`src/rtl/cdb_arbiter_pkg.sv`:
```
// Shared constants for the CDB arbiter and its snoopers (reservation stations, hazard logic).
package cdb_arbiter_pkg;
  localparam int TAG_W_DEF  = 5;
  localparam int DATA_W_DEF = 16;
  localparam int UNIT_ADD   = 0;
  localparam int UNIT_MULT  = 1;
  localparam int UNIT_LOAD  = 2;

  function automatic int unsigned popcount(input logic [31:0] v);
    int unsigned n;
    n = 0;
    for (int i = 0; i < 32; i++) n += {31'd0, v[i]};
    return n;
  endfunction
endpackage

```
`src/rtl/cdb_arbiter_rr_picker.sv`:
```
// Combinational round-robin picker: first set req bit at or after ptr_i, wrapping.
module rr_picker #(
  parameter int NUM_UNITS = 3,
  parameter int PTR_W     = (NUM_UNITS > 1) ? $clog2(NUM_UNITS) : 1
) (
  input  logic [NUM_UNITS-1:0] req_i,
  input  logic [PTR_W-1:0]     ptr_i,
  output logic [NUM_UNITS-1:0] grant_o,
  output logic [PTR_W-1:0]     idx_o
);
  logic found;
  int   j;

  always_comb begin
    grant_o = '0;
    idx_o   = '0;
    found   = 1'b0;
    j       = 0;
    for (int k = 0; k < NUM_UNITS; k++) begin
      j = (int'(ptr_i) + k) % NUM_UNITS;
      if (!found && req_i[j]) begin
        found      = 1'b1;
        grant_o[j] = 1'b1;
        idx_o      = PTR_W'(j);
      end
    end
  end
endmodule

```
`src/rtl/cdb_arbiter.sv`:
```
// Round-robin Common Data Bus arbiter with a registered broadcast stage.
// Optional saturating statistics counters are built when CDB_STATS_EN is defined.
module cdb_arbiter
  import cdb_arbiter_pkg::*;
#(
  parameter int NUM_UNITS = 3,
  parameter int TAG_W     = TAG_W_DEF,
  parameter int DATA_W    = DATA_W_DEF
) (
  input  logic                          clock,
  input  logic                          reset,
  input  logic                          flush,
  input  logic [NUM_UNITS-1:0]          req,
  input  logic [NUM_UNITS*TAG_W-1:0]    tag_in,
  input  logic [NUM_UNITS*DATA_W-1:0]   data_in,
  output logic [NUM_UNITS-1:0]          ack,
  output logic                          cdb_valid,
  output logic [TAG_W-1:0]              cdb_tag,
  output logic [DATA_W-1:0]             cdb_data,
`ifdef CDB_STATS_EN
  output logic [15:0]                   stat_bcast,
  output logic [15:0]                   stat_conflict,
`endif
  output logic                          busy
);
  localparam int PTR_W = (NUM_UNITS > 1) ? $clog2(NUM_UNITS) : 1;

  logic [PTR_W-1:0]     ptr_q, ptr_d, g;
  logic [NUM_UNITS-1:0] grant;
  logic                 any_req, conflict, do_grant;
  logic                 valid_q, busy_q;
  logic [TAG_W-1:0]     tag_q;
  logic [DATA_W-1:0]    data_q;

  rr_picker #(.NUM_UNITS(NUM_UNITS), .PTR_W(PTR_W)) u_picker (
    .req_i   (req),
    .ptr_i   (ptr_q),
    .grant_o (grant),
    .idx_o   (g)
  );

  // A flush suppresses the grant so no unit retires a result that the bus drops.
  always_comb begin
    any_req  = |req;
    conflict = popcount(32'(req)) > 1;
    do_grant = any_req && !flush;
    ack      = (reset && !flush) ? grant : '0;
    ptr_d    = ptr_q;
    if (flush)         ptr_d = PTR_W'(UNIT_ADD);
    else if (any_req)  ptr_d = (g == PTR_W'(NUM_UNITS - 1)) ? '0 : g + 1'b1;
  end

  always_ff @(posedge clock or negedge reset) begin
    if (!reset) begin
      ptr_q   <= '0;
      valid_q <= 1'b0;
      busy_q  <= 1'b0;
      tag_q   <= '0;
      data_q  <= '0;
    end else begin
      ptr_q   <= ptr_d;
      valid_q <= do_grant;
      busy_q  <= conflict && !flush;
      if (do_grant) begin
        tag_q  <= tag_in[g*TAG_W +: TAG_W];
        data_q <= data_in[g*DATA_W +: DATA_W];
      end
    end
  end

  assign cdb_valid = valid_q;
  assign cdb_tag   = tag_q;
  assign cdb_data  = data_q;
  assign busy      = busy_q;

`ifdef CDB_STATS_EN
  logic [15:0] bcast_q, conf_q;

  always_ff @(posedge clock or negedge reset) begin
    if (!reset) begin
      bcast_q <= '0;
      conf_q  <= '0;
    end else if (flush) begin
      bcast_q <= '0;
      conf_q  <= '0;
    end else begin
      if (do_grant && bcast_q != 16'hFFFF) bcast_q <= bcast_q + 16'd1;
      if (conflict && conf_q != 16'hFFFF)  conf_q  <= conf_q + 16'd1;
    end
  end

  assign stat_bcast    = bcast_q;
  assign stat_conflict = conf_q;
`endif
endmodule

```
`config.mk`:
```
export PLATFORM = sky130hd
export DESIGN_NAME = cdb_arbiter
export DESIGN_NICKNAME = d
export VERILOG_FILES = /design/src/rtl/cdb_arbiter_pkg.sv /design/src/rtl/cdb_arbiter_rr_picker.sv /design/src/rtl/cdb_arbiter.sv
export SDC_FILE = /design/constraint.sdc
export NUM_CORES = 1
export LEC_CHECK = 0
export ABC_CLOCK_PERIOD_IN_PS = 7900
export CORE_MARGIN = 1.5
export CORE_UTILIZATION = 40
export DETAILED_ROUTE_END_ITERATION = 12
export HOLD_SLACK_MARGIN = 0.02
export PLACE_DENSITY = 0.81
export SLEW_MARGIN = 10
export SYNTH_ARGS = -nofsm -noshare
export SYNTH_HDL_FRONTEND = slang
export SYNTH_HIERARCHICAL = 1
export SYNTH_SLANG_ARGS = --single-unit
```
`constraint.sdc`:
```
create_clock -name clock -period 7.9 [get_ports clock]
set_input_delay 1.975 -clock clock [delete_from_list [all_inputs] [get_ports clock]]
set_output_delay 1.975 -clock clock [all_outputs]
set_load 0.01 [all_outputs]
```
==> results of run 1 <==
area by class of cell:
type                            instances  area share [%]
Multi-Input combinational cell        121            39.3
Timing Repair Buffer                   96            33.8
Sequential cell                        25            22.1
Tap cell                               52            2.30
Clock buffer                            4            1.59
Inverter                                6           0.797
cells by family after synthesis:
group / count (synthesis) / synth area share, %
AO/OA/AOI/OAI: 44 / 17.7
adder cells (fa/ha/maj): 5 / 3.41
buffers and inverters: 18 / 6.14
flip-flops: 25 / 34.1
multiplexers: 46 / 30.5
AND/OR/NAND/NOR: 26 / 8.19
power breakdown:
group	switching (mW)	leakage, nW	internal, mW	total [mW]
Clock	0.0387	0.0228	0.0360	0.0746
Sequential	0.0348	0.304	0.189	0.224
Combinational	0.304	0.807	0.354	0.659
Total	0.378	1.13	0.579	0.957
state kept, by name, indices dropped and copies added, names as in the netlist:
signal / cells
cdb_tag: 5
cdb_valid: 1
ptr_q: 2
busy: 1
cdb_data: 16
how the worst max path moves through the flow:
| stage | start | endpoint | cells after the start |
|---|---|---|---|
| 2_1_floorplan | req[1] | ack[0] | 6 |
| 3_3_place_gp | req[1] | ack[0] | 7 |
| 3_5_place_dp | req[1] | ack[0] | 7 |
| 4_1_cts | req[1] | ack[0] | 7 |
| 5_1_grt | req[1] | ack[0] | 7 |
| 6_report | req[1] | ack[0] | 7 |
metal layers:
layer  vias up  global-route usage (%)  routed length [um]
li1        786                       -                   -
met1       762                    25.5                2140
met2        77                    29.1                2120
met3         2                    3.85                 395
met4         0                    2.52                  11
met5         -                       0                   0
cells in the final DEF (no fill, tap or decap), drive strengths merged:
cell           instances
inv                    6
a221oi                 2
mux2i                 24
or3                    1
and2b                  2
nand2b                 1
a22oi                  1
o22ai                  3
buf                    2
nand3                  1
and2                   3
o21ai                  7
nor3                   2
nor2b                  3
mux2                  22
or3b                   1
o2bb2ai               21
nor2                   8
nand2                  4
ha                     5
a31oi                  2
o22a                   1
a21oi                  5
clkdlybuf4s50         94
a21boi                 1
o211ai                 1
dfrtp                 25
clkbuf                 4
stage by stage:
stage,area (um^2),instances
global route,2830,304
detailed placement,2780,300
floorplan,1830,164
global placement,2780,300
finish,2830,304
CTS,2830,304
==> flow_metrics.tcl, run 1 <==
set metrics [dict create \
    async_flop_share_pct 100 \
    max_cap_violations 0 \
    pwr_density_cell_mw_per_mm2 339 \
    syn_area_per_cell_um2 11.2 \
    end_kind "output pin" \
    rr_startpoint "ptr_q[0]" \
    netlist_instances 164 \
    min_path_type "reg2reg" \
    cts_max_level 1 \
    n_antenna_cell 0 \
    io_buffers 94 \
    fin_util_pct 64.4 \
    yosysTopAreaCellShare_pct 34.1 \
    yosysMostFrequentCell "dfrtp_1" \
    worst-setup-path-type "in2out" \
    yosysUniqueCellTypes 34 \
    grt_first_pass_wirelength_mm 7.53 \
    fmax_mhz 163 \
    cts_made_buffers 3 \
    ant_nets 0 \
    die_w_um 70.7 \
    timing.slew.headroom_pct 24.3 \
    ys_seq_elements 25 \
    tightest_slew_ns 1.14 \
    finalSetupViolCount 0 \
    first_pass_iters 4 \
    required_ns 5.93 \
    dp_hpwl_mm 3.39 \
    final_layout_size_suffix_gt1_share_pct 12.7 \
    dr.first_iter.drc_count 92 \
    min_delay_worst_endpoint "cdb_data[6]" \
    grt_max_degree 27 \
    ys_warn_count 6 \
    postCtsSetupRepairBufs 0 \
    clk_latency_ns 0.26 \
    cts_tree "yes" \
    area_growth_pct 54.0 \
    hold_violations 0 \
    synth_largest_area_cell "dfrtp_1" \
    synth_nets 238 \
    clock_sinks 25 \
    yosysSeqAreaShare_pct 34.1 \
    cts.clk_slew.worst_paths_ns 0.08 \
    hp-start "cdb_data[6]" \
    cts_resized 0 \
    ctsHoldBuffers 0 \
    cts_root_buf "clkbuf_8" \
    regToRegSetupSlack_ns 4.06 \
    vias_per_cell 5.35 \
    core_mm2 0.00438 \
    synth_area_mm2 0.00183 \
    ir_worst_vdd_mv 0.178 \
    path_max_fanout 11 \
    wl_per_cell_um 15.3 \
    path_cells "clkdlybuf4s50_1 > mux2_2 > mux2i_1 > nor2_1 > a31oi_1 > and2_1 > clkdlybuf4s50_1" \
    crit_family "buffers and inverters" \
    status "finished clean" \
    r2r_cells 9 \
    n_fill_cell 360 \
    die_y_um 70.7 \
    rows 24 \
    grt-ovfl-total 0 \
    ys.flop_type "dfrtp_1" \
    multi_input_area_mm2 0.00111 \
    rsz0062_at_grt "no" \
    grt_pass1_vias 1585 \
    synth_edf_count 0 \
    io-pin-count 95 \
    initial_core_util_pct 41.8 \
    cp-start-kind "input pin" \
    ctsLongestPathBuffers 2 \
    seqCellArea_um2 626 \
    pre_cts_slack_ns 1.80 \
    leakage_nw 1.13 \
    worstPathArrival_ns 4.16 \
    dr_total_vias 1627 \
    min_path_cells 1 \
    yosys-top-cells-area "dfrtp_1 34%, mux2_4 16%, mux2i_1 13%, o2bb2ai_1 10%, ha_1 3.4%" \
    fin_skew_ns 0.00825 \
    hold_ws_ns 0.513 \
    layout.nets 327 \
    path_buf_inv 2 \
    setup-tns-final_ns 0 \
    min_period_ns 6.14 \
    cpPeakStageDelay_ns 0.61 \
    dieArea_mm2 0.00500 \
    gp_congestion 0.848 \
    setup_ws_ns 1.76 \
    drc_errors 0 \
    cpMostUsedCell "clkdlybuf4s50_1" \
    ys_top_cells_by_count "25 x dfrtp_1, 24 x mux2i_1, 21 x o2bb2ai_1" \
    cp_slowest_cell "clkdlybuf4s50_1" \
    total_power_mw 0.957 \
    r2r-end "cdb_data[7]" \
    grtUsageTotal_pct 18.0 \
    grt_antenna_before_repair 0 \
    slew_violations 0 \
    wirelength_mm 4.67 \
    fin_crit_sh_pct 77.7 \
]
(Power assumes the default switching activity.)
==> inputs of run 2 (changes only) <==
- ABC_CLOCK_PERIOD_IN_PS: 7900 -> 6250
- clock period: 7.9 -> 6.25 ns (I/O delays scaled with it)
==> run 2 against run 1 <==
  * Combinational power increased by 27%
  * Register-to-register slack got worse by 1.1 ns
  * Clock skew is 0.0051 ns lower
  * Via count shrank 0.18%
  * Sequential share of layout area fell by 0.059 points
  * Wire length up 2.3%
  * Clock power rose by 27%
  * Setup slack worse by 0.84 ns
  * Flip-flop and latch count unchanged
  * Die area is the same
  * Sequential power rose by 26%
  * Non-clock buffer count is 1 higher
  * Critical path type unchanged
  * Largest power group unchanged
==> flow_metrics.tcl, run 2 (synthesis results as in run 1) <==
set metrics [dict create \
    dr.first_iter.drc_count 126 \
    grt-ovfl-total 0 \
    grt_antenna_before_repair 0 \
    worstPathArrival_ns 3.76 \
    layout_commonest_cell "clkdlybuf4s50_1" \
    clock_sinks 25 \
    setup_ws_ns 0.923 \
    ir_worst_vdd_mv 0.208 \
    place_inst 301 \
    ctsLongestPathBuffers 2 \
    dp_hpwl_mm 3.45 \
    grtUsageTotal_pct 18.9 \
    cts_resized 0 \
    cts.clk_slew.worst_paths_ns 0.08 \
    use_met1_pct 25.8 \
    path_max_fanout 11 \
    pre_cts_slack_ns 0.919 \
    grtUsageMet3_pct 5.41 \
    area_growth_pct 54.4 \
    cts_made_buffers 3 \
    fin_util_pct 64.6 \
    dr_total_vias 1624 \
    power.internal_mw 0.739 \
    die_w_um 70.7 \
    io_buffers 94 \
    hold_ws_ns 0.510 \
    r2r_cells 9 \
    grt_max_degree 26 \
    ctsHoldBuffers 0 \
    fin_crit_sh_pct 85.2 \
    final_layout_size_suffix_gt1_share_pct 13.0 \
    clk_latency_ns 0.27 \
    die_y_um 70.7 \
    timing.slew.headroom_pct 33.2 \
    leakage_nw 1.14 \
    required_ns 4.69 \
    rsz0062_at_grt "no" \
    wl_per_cell_um 15.6 \
    cpPeakStageDelay_ns 0.61 \
    drc_errors 0 \
    top_usage_layer "met2" \
    worst-setup-path-type "in2out" \
    min_path_cells 1 \
    min_path_type "reg2reg" \
    grt_pass1_vias 1596 \
    p_sw_share_pct 39.2 \
    gp_congestion 0.833 \
    clkPwrFrac_pct 7.8 \
    initial_core_util_pct 41.8 \
    cts_root_buf "clkbuf_8" \
    postCtsSetupRepairBufs 0 \
    mostFrequentLayoutCells "94 x clkdlybuf4s50_1, 25 x dfrtp_1, 24 x mux2i_1" \
    cpMostUsedCell "clkdlybuf4s50_1" \
    largest_reg_flops 16 \
    power_frac_comb_pct 68.9 \
    pwr-share-seq_pct 23.3 \
    layout.nets 328 \
    max_cap_violations 0 \
    vias_per_cell 5.32 \
    cts_max_level 1 \
    globalRouteMet2Util_pct 30.2 \
    first_pass_iters 4 \
    final_cell_count_no_fill 305 \
    pwr_density_cell_mw_per_mm2 429 \
    status "finished clean" \
    fmax_mhz 188 \
    regToRegSetupSlack_ns 2.91 \
    power_switching_mw 0.477 \
    min_period_ns 5.33 \
    core_mm2 0.00438 \
    n_antenna_cell 0 \
    grt_first_pass_wirelength_mm 7.65 \
    end_kind "output pin" \
    dieArea_mm2 0.00500 \
    cts_tree "yes" \
    wirelength_mm 4.77 \
    rows 24 \
    fin_skew_ns 0.00312 \
    finalSetupViolCount 0 \
    path_cells "clkdlybuf4s50_1 > mux2_2 > mux2i_1 > nor2_1 > a31oi_1 > and2_1 > clkdlybuf4s50_1" \
    n_fill_cell 363 \
    io-pin-count 95 \
    slew_violations 0 \
    setup-tns-final_ns 0 \
    hold_violations 0 \
    ant_nets 0 \
    tightest_slew_ns 0.998 \
    cp-start-kind "input pin" \
    cp_slowest_cell "clkdlybuf4s50_1" \
]
run 2: cell types whose count changed in the layout (fill, tap and decap cells not counted):
| cell | delta |
|---|---|
| buf_4 | +1 |
run 2: through the flow:
stage,total power [mW],cell area (um^2)
finish,1.22,2830
floorplan,0.839,1830
detailed placement,1.13,2790
global route,1.30,2830
global placement,1.10,2790
CTS,1.23,2830
run 2: routing by layer:
metal  vias to the layer above  part of all wire [%]
li1                        785                     -
met1                       748                    45
met2                        84                    45
met3                         7                   9.3
met4                         0                  0.88
met5                         -                     0
run 2: power by group through the flow:
stage / sequential, mW / clock (mW) / combinational (mW)
finish: 0.283 / 0.0944 / 0.838
global placement: 0.281 / 0 / 0.823
CTS: 0.284 / 0.0993 / 0.844
global route: 0.293 / 0.107 / 0.905
floorplan: 0.314 / 0 / 0.525
detailed placement: 0.284 / 0 / 0.842
run 2: cell type report:
cell class / instances / area (um^2) / share of cell area, %
Clock buffer: 4 / 45.0 / 1.59
Timing Repair Buffer: 97 / 963 / 34.0
Sequential cell: 25 / 626 / 22.1
Multi-Input combinational cell: 121 / 1110 / 39.2
Tap cell: 52 / 65.1 / 2.30
Inverter: 6 / 22.5 / 0.795
run 2: final timing paths:
kind	from	end
max reg2reg	ptr_q[1]	cdb_data[10]
min in group asynchronous	reset	cdb_data[13]
min	cdb_data[4]	cdb_data[4]
min reg2reg	cdb_data[4]	cdb_data[4]
max in group asynchronous	reset	busy
max	req[1]	ack[0]
run 2: critical path: cells and delay by family:
kind                   cells  cell delay (ns)
AOI/OAI and AO/OA          1             0.13
buffers and inverters      2             1.14
muxes                      2             0.72
and+or+nand+nor            2             0.22
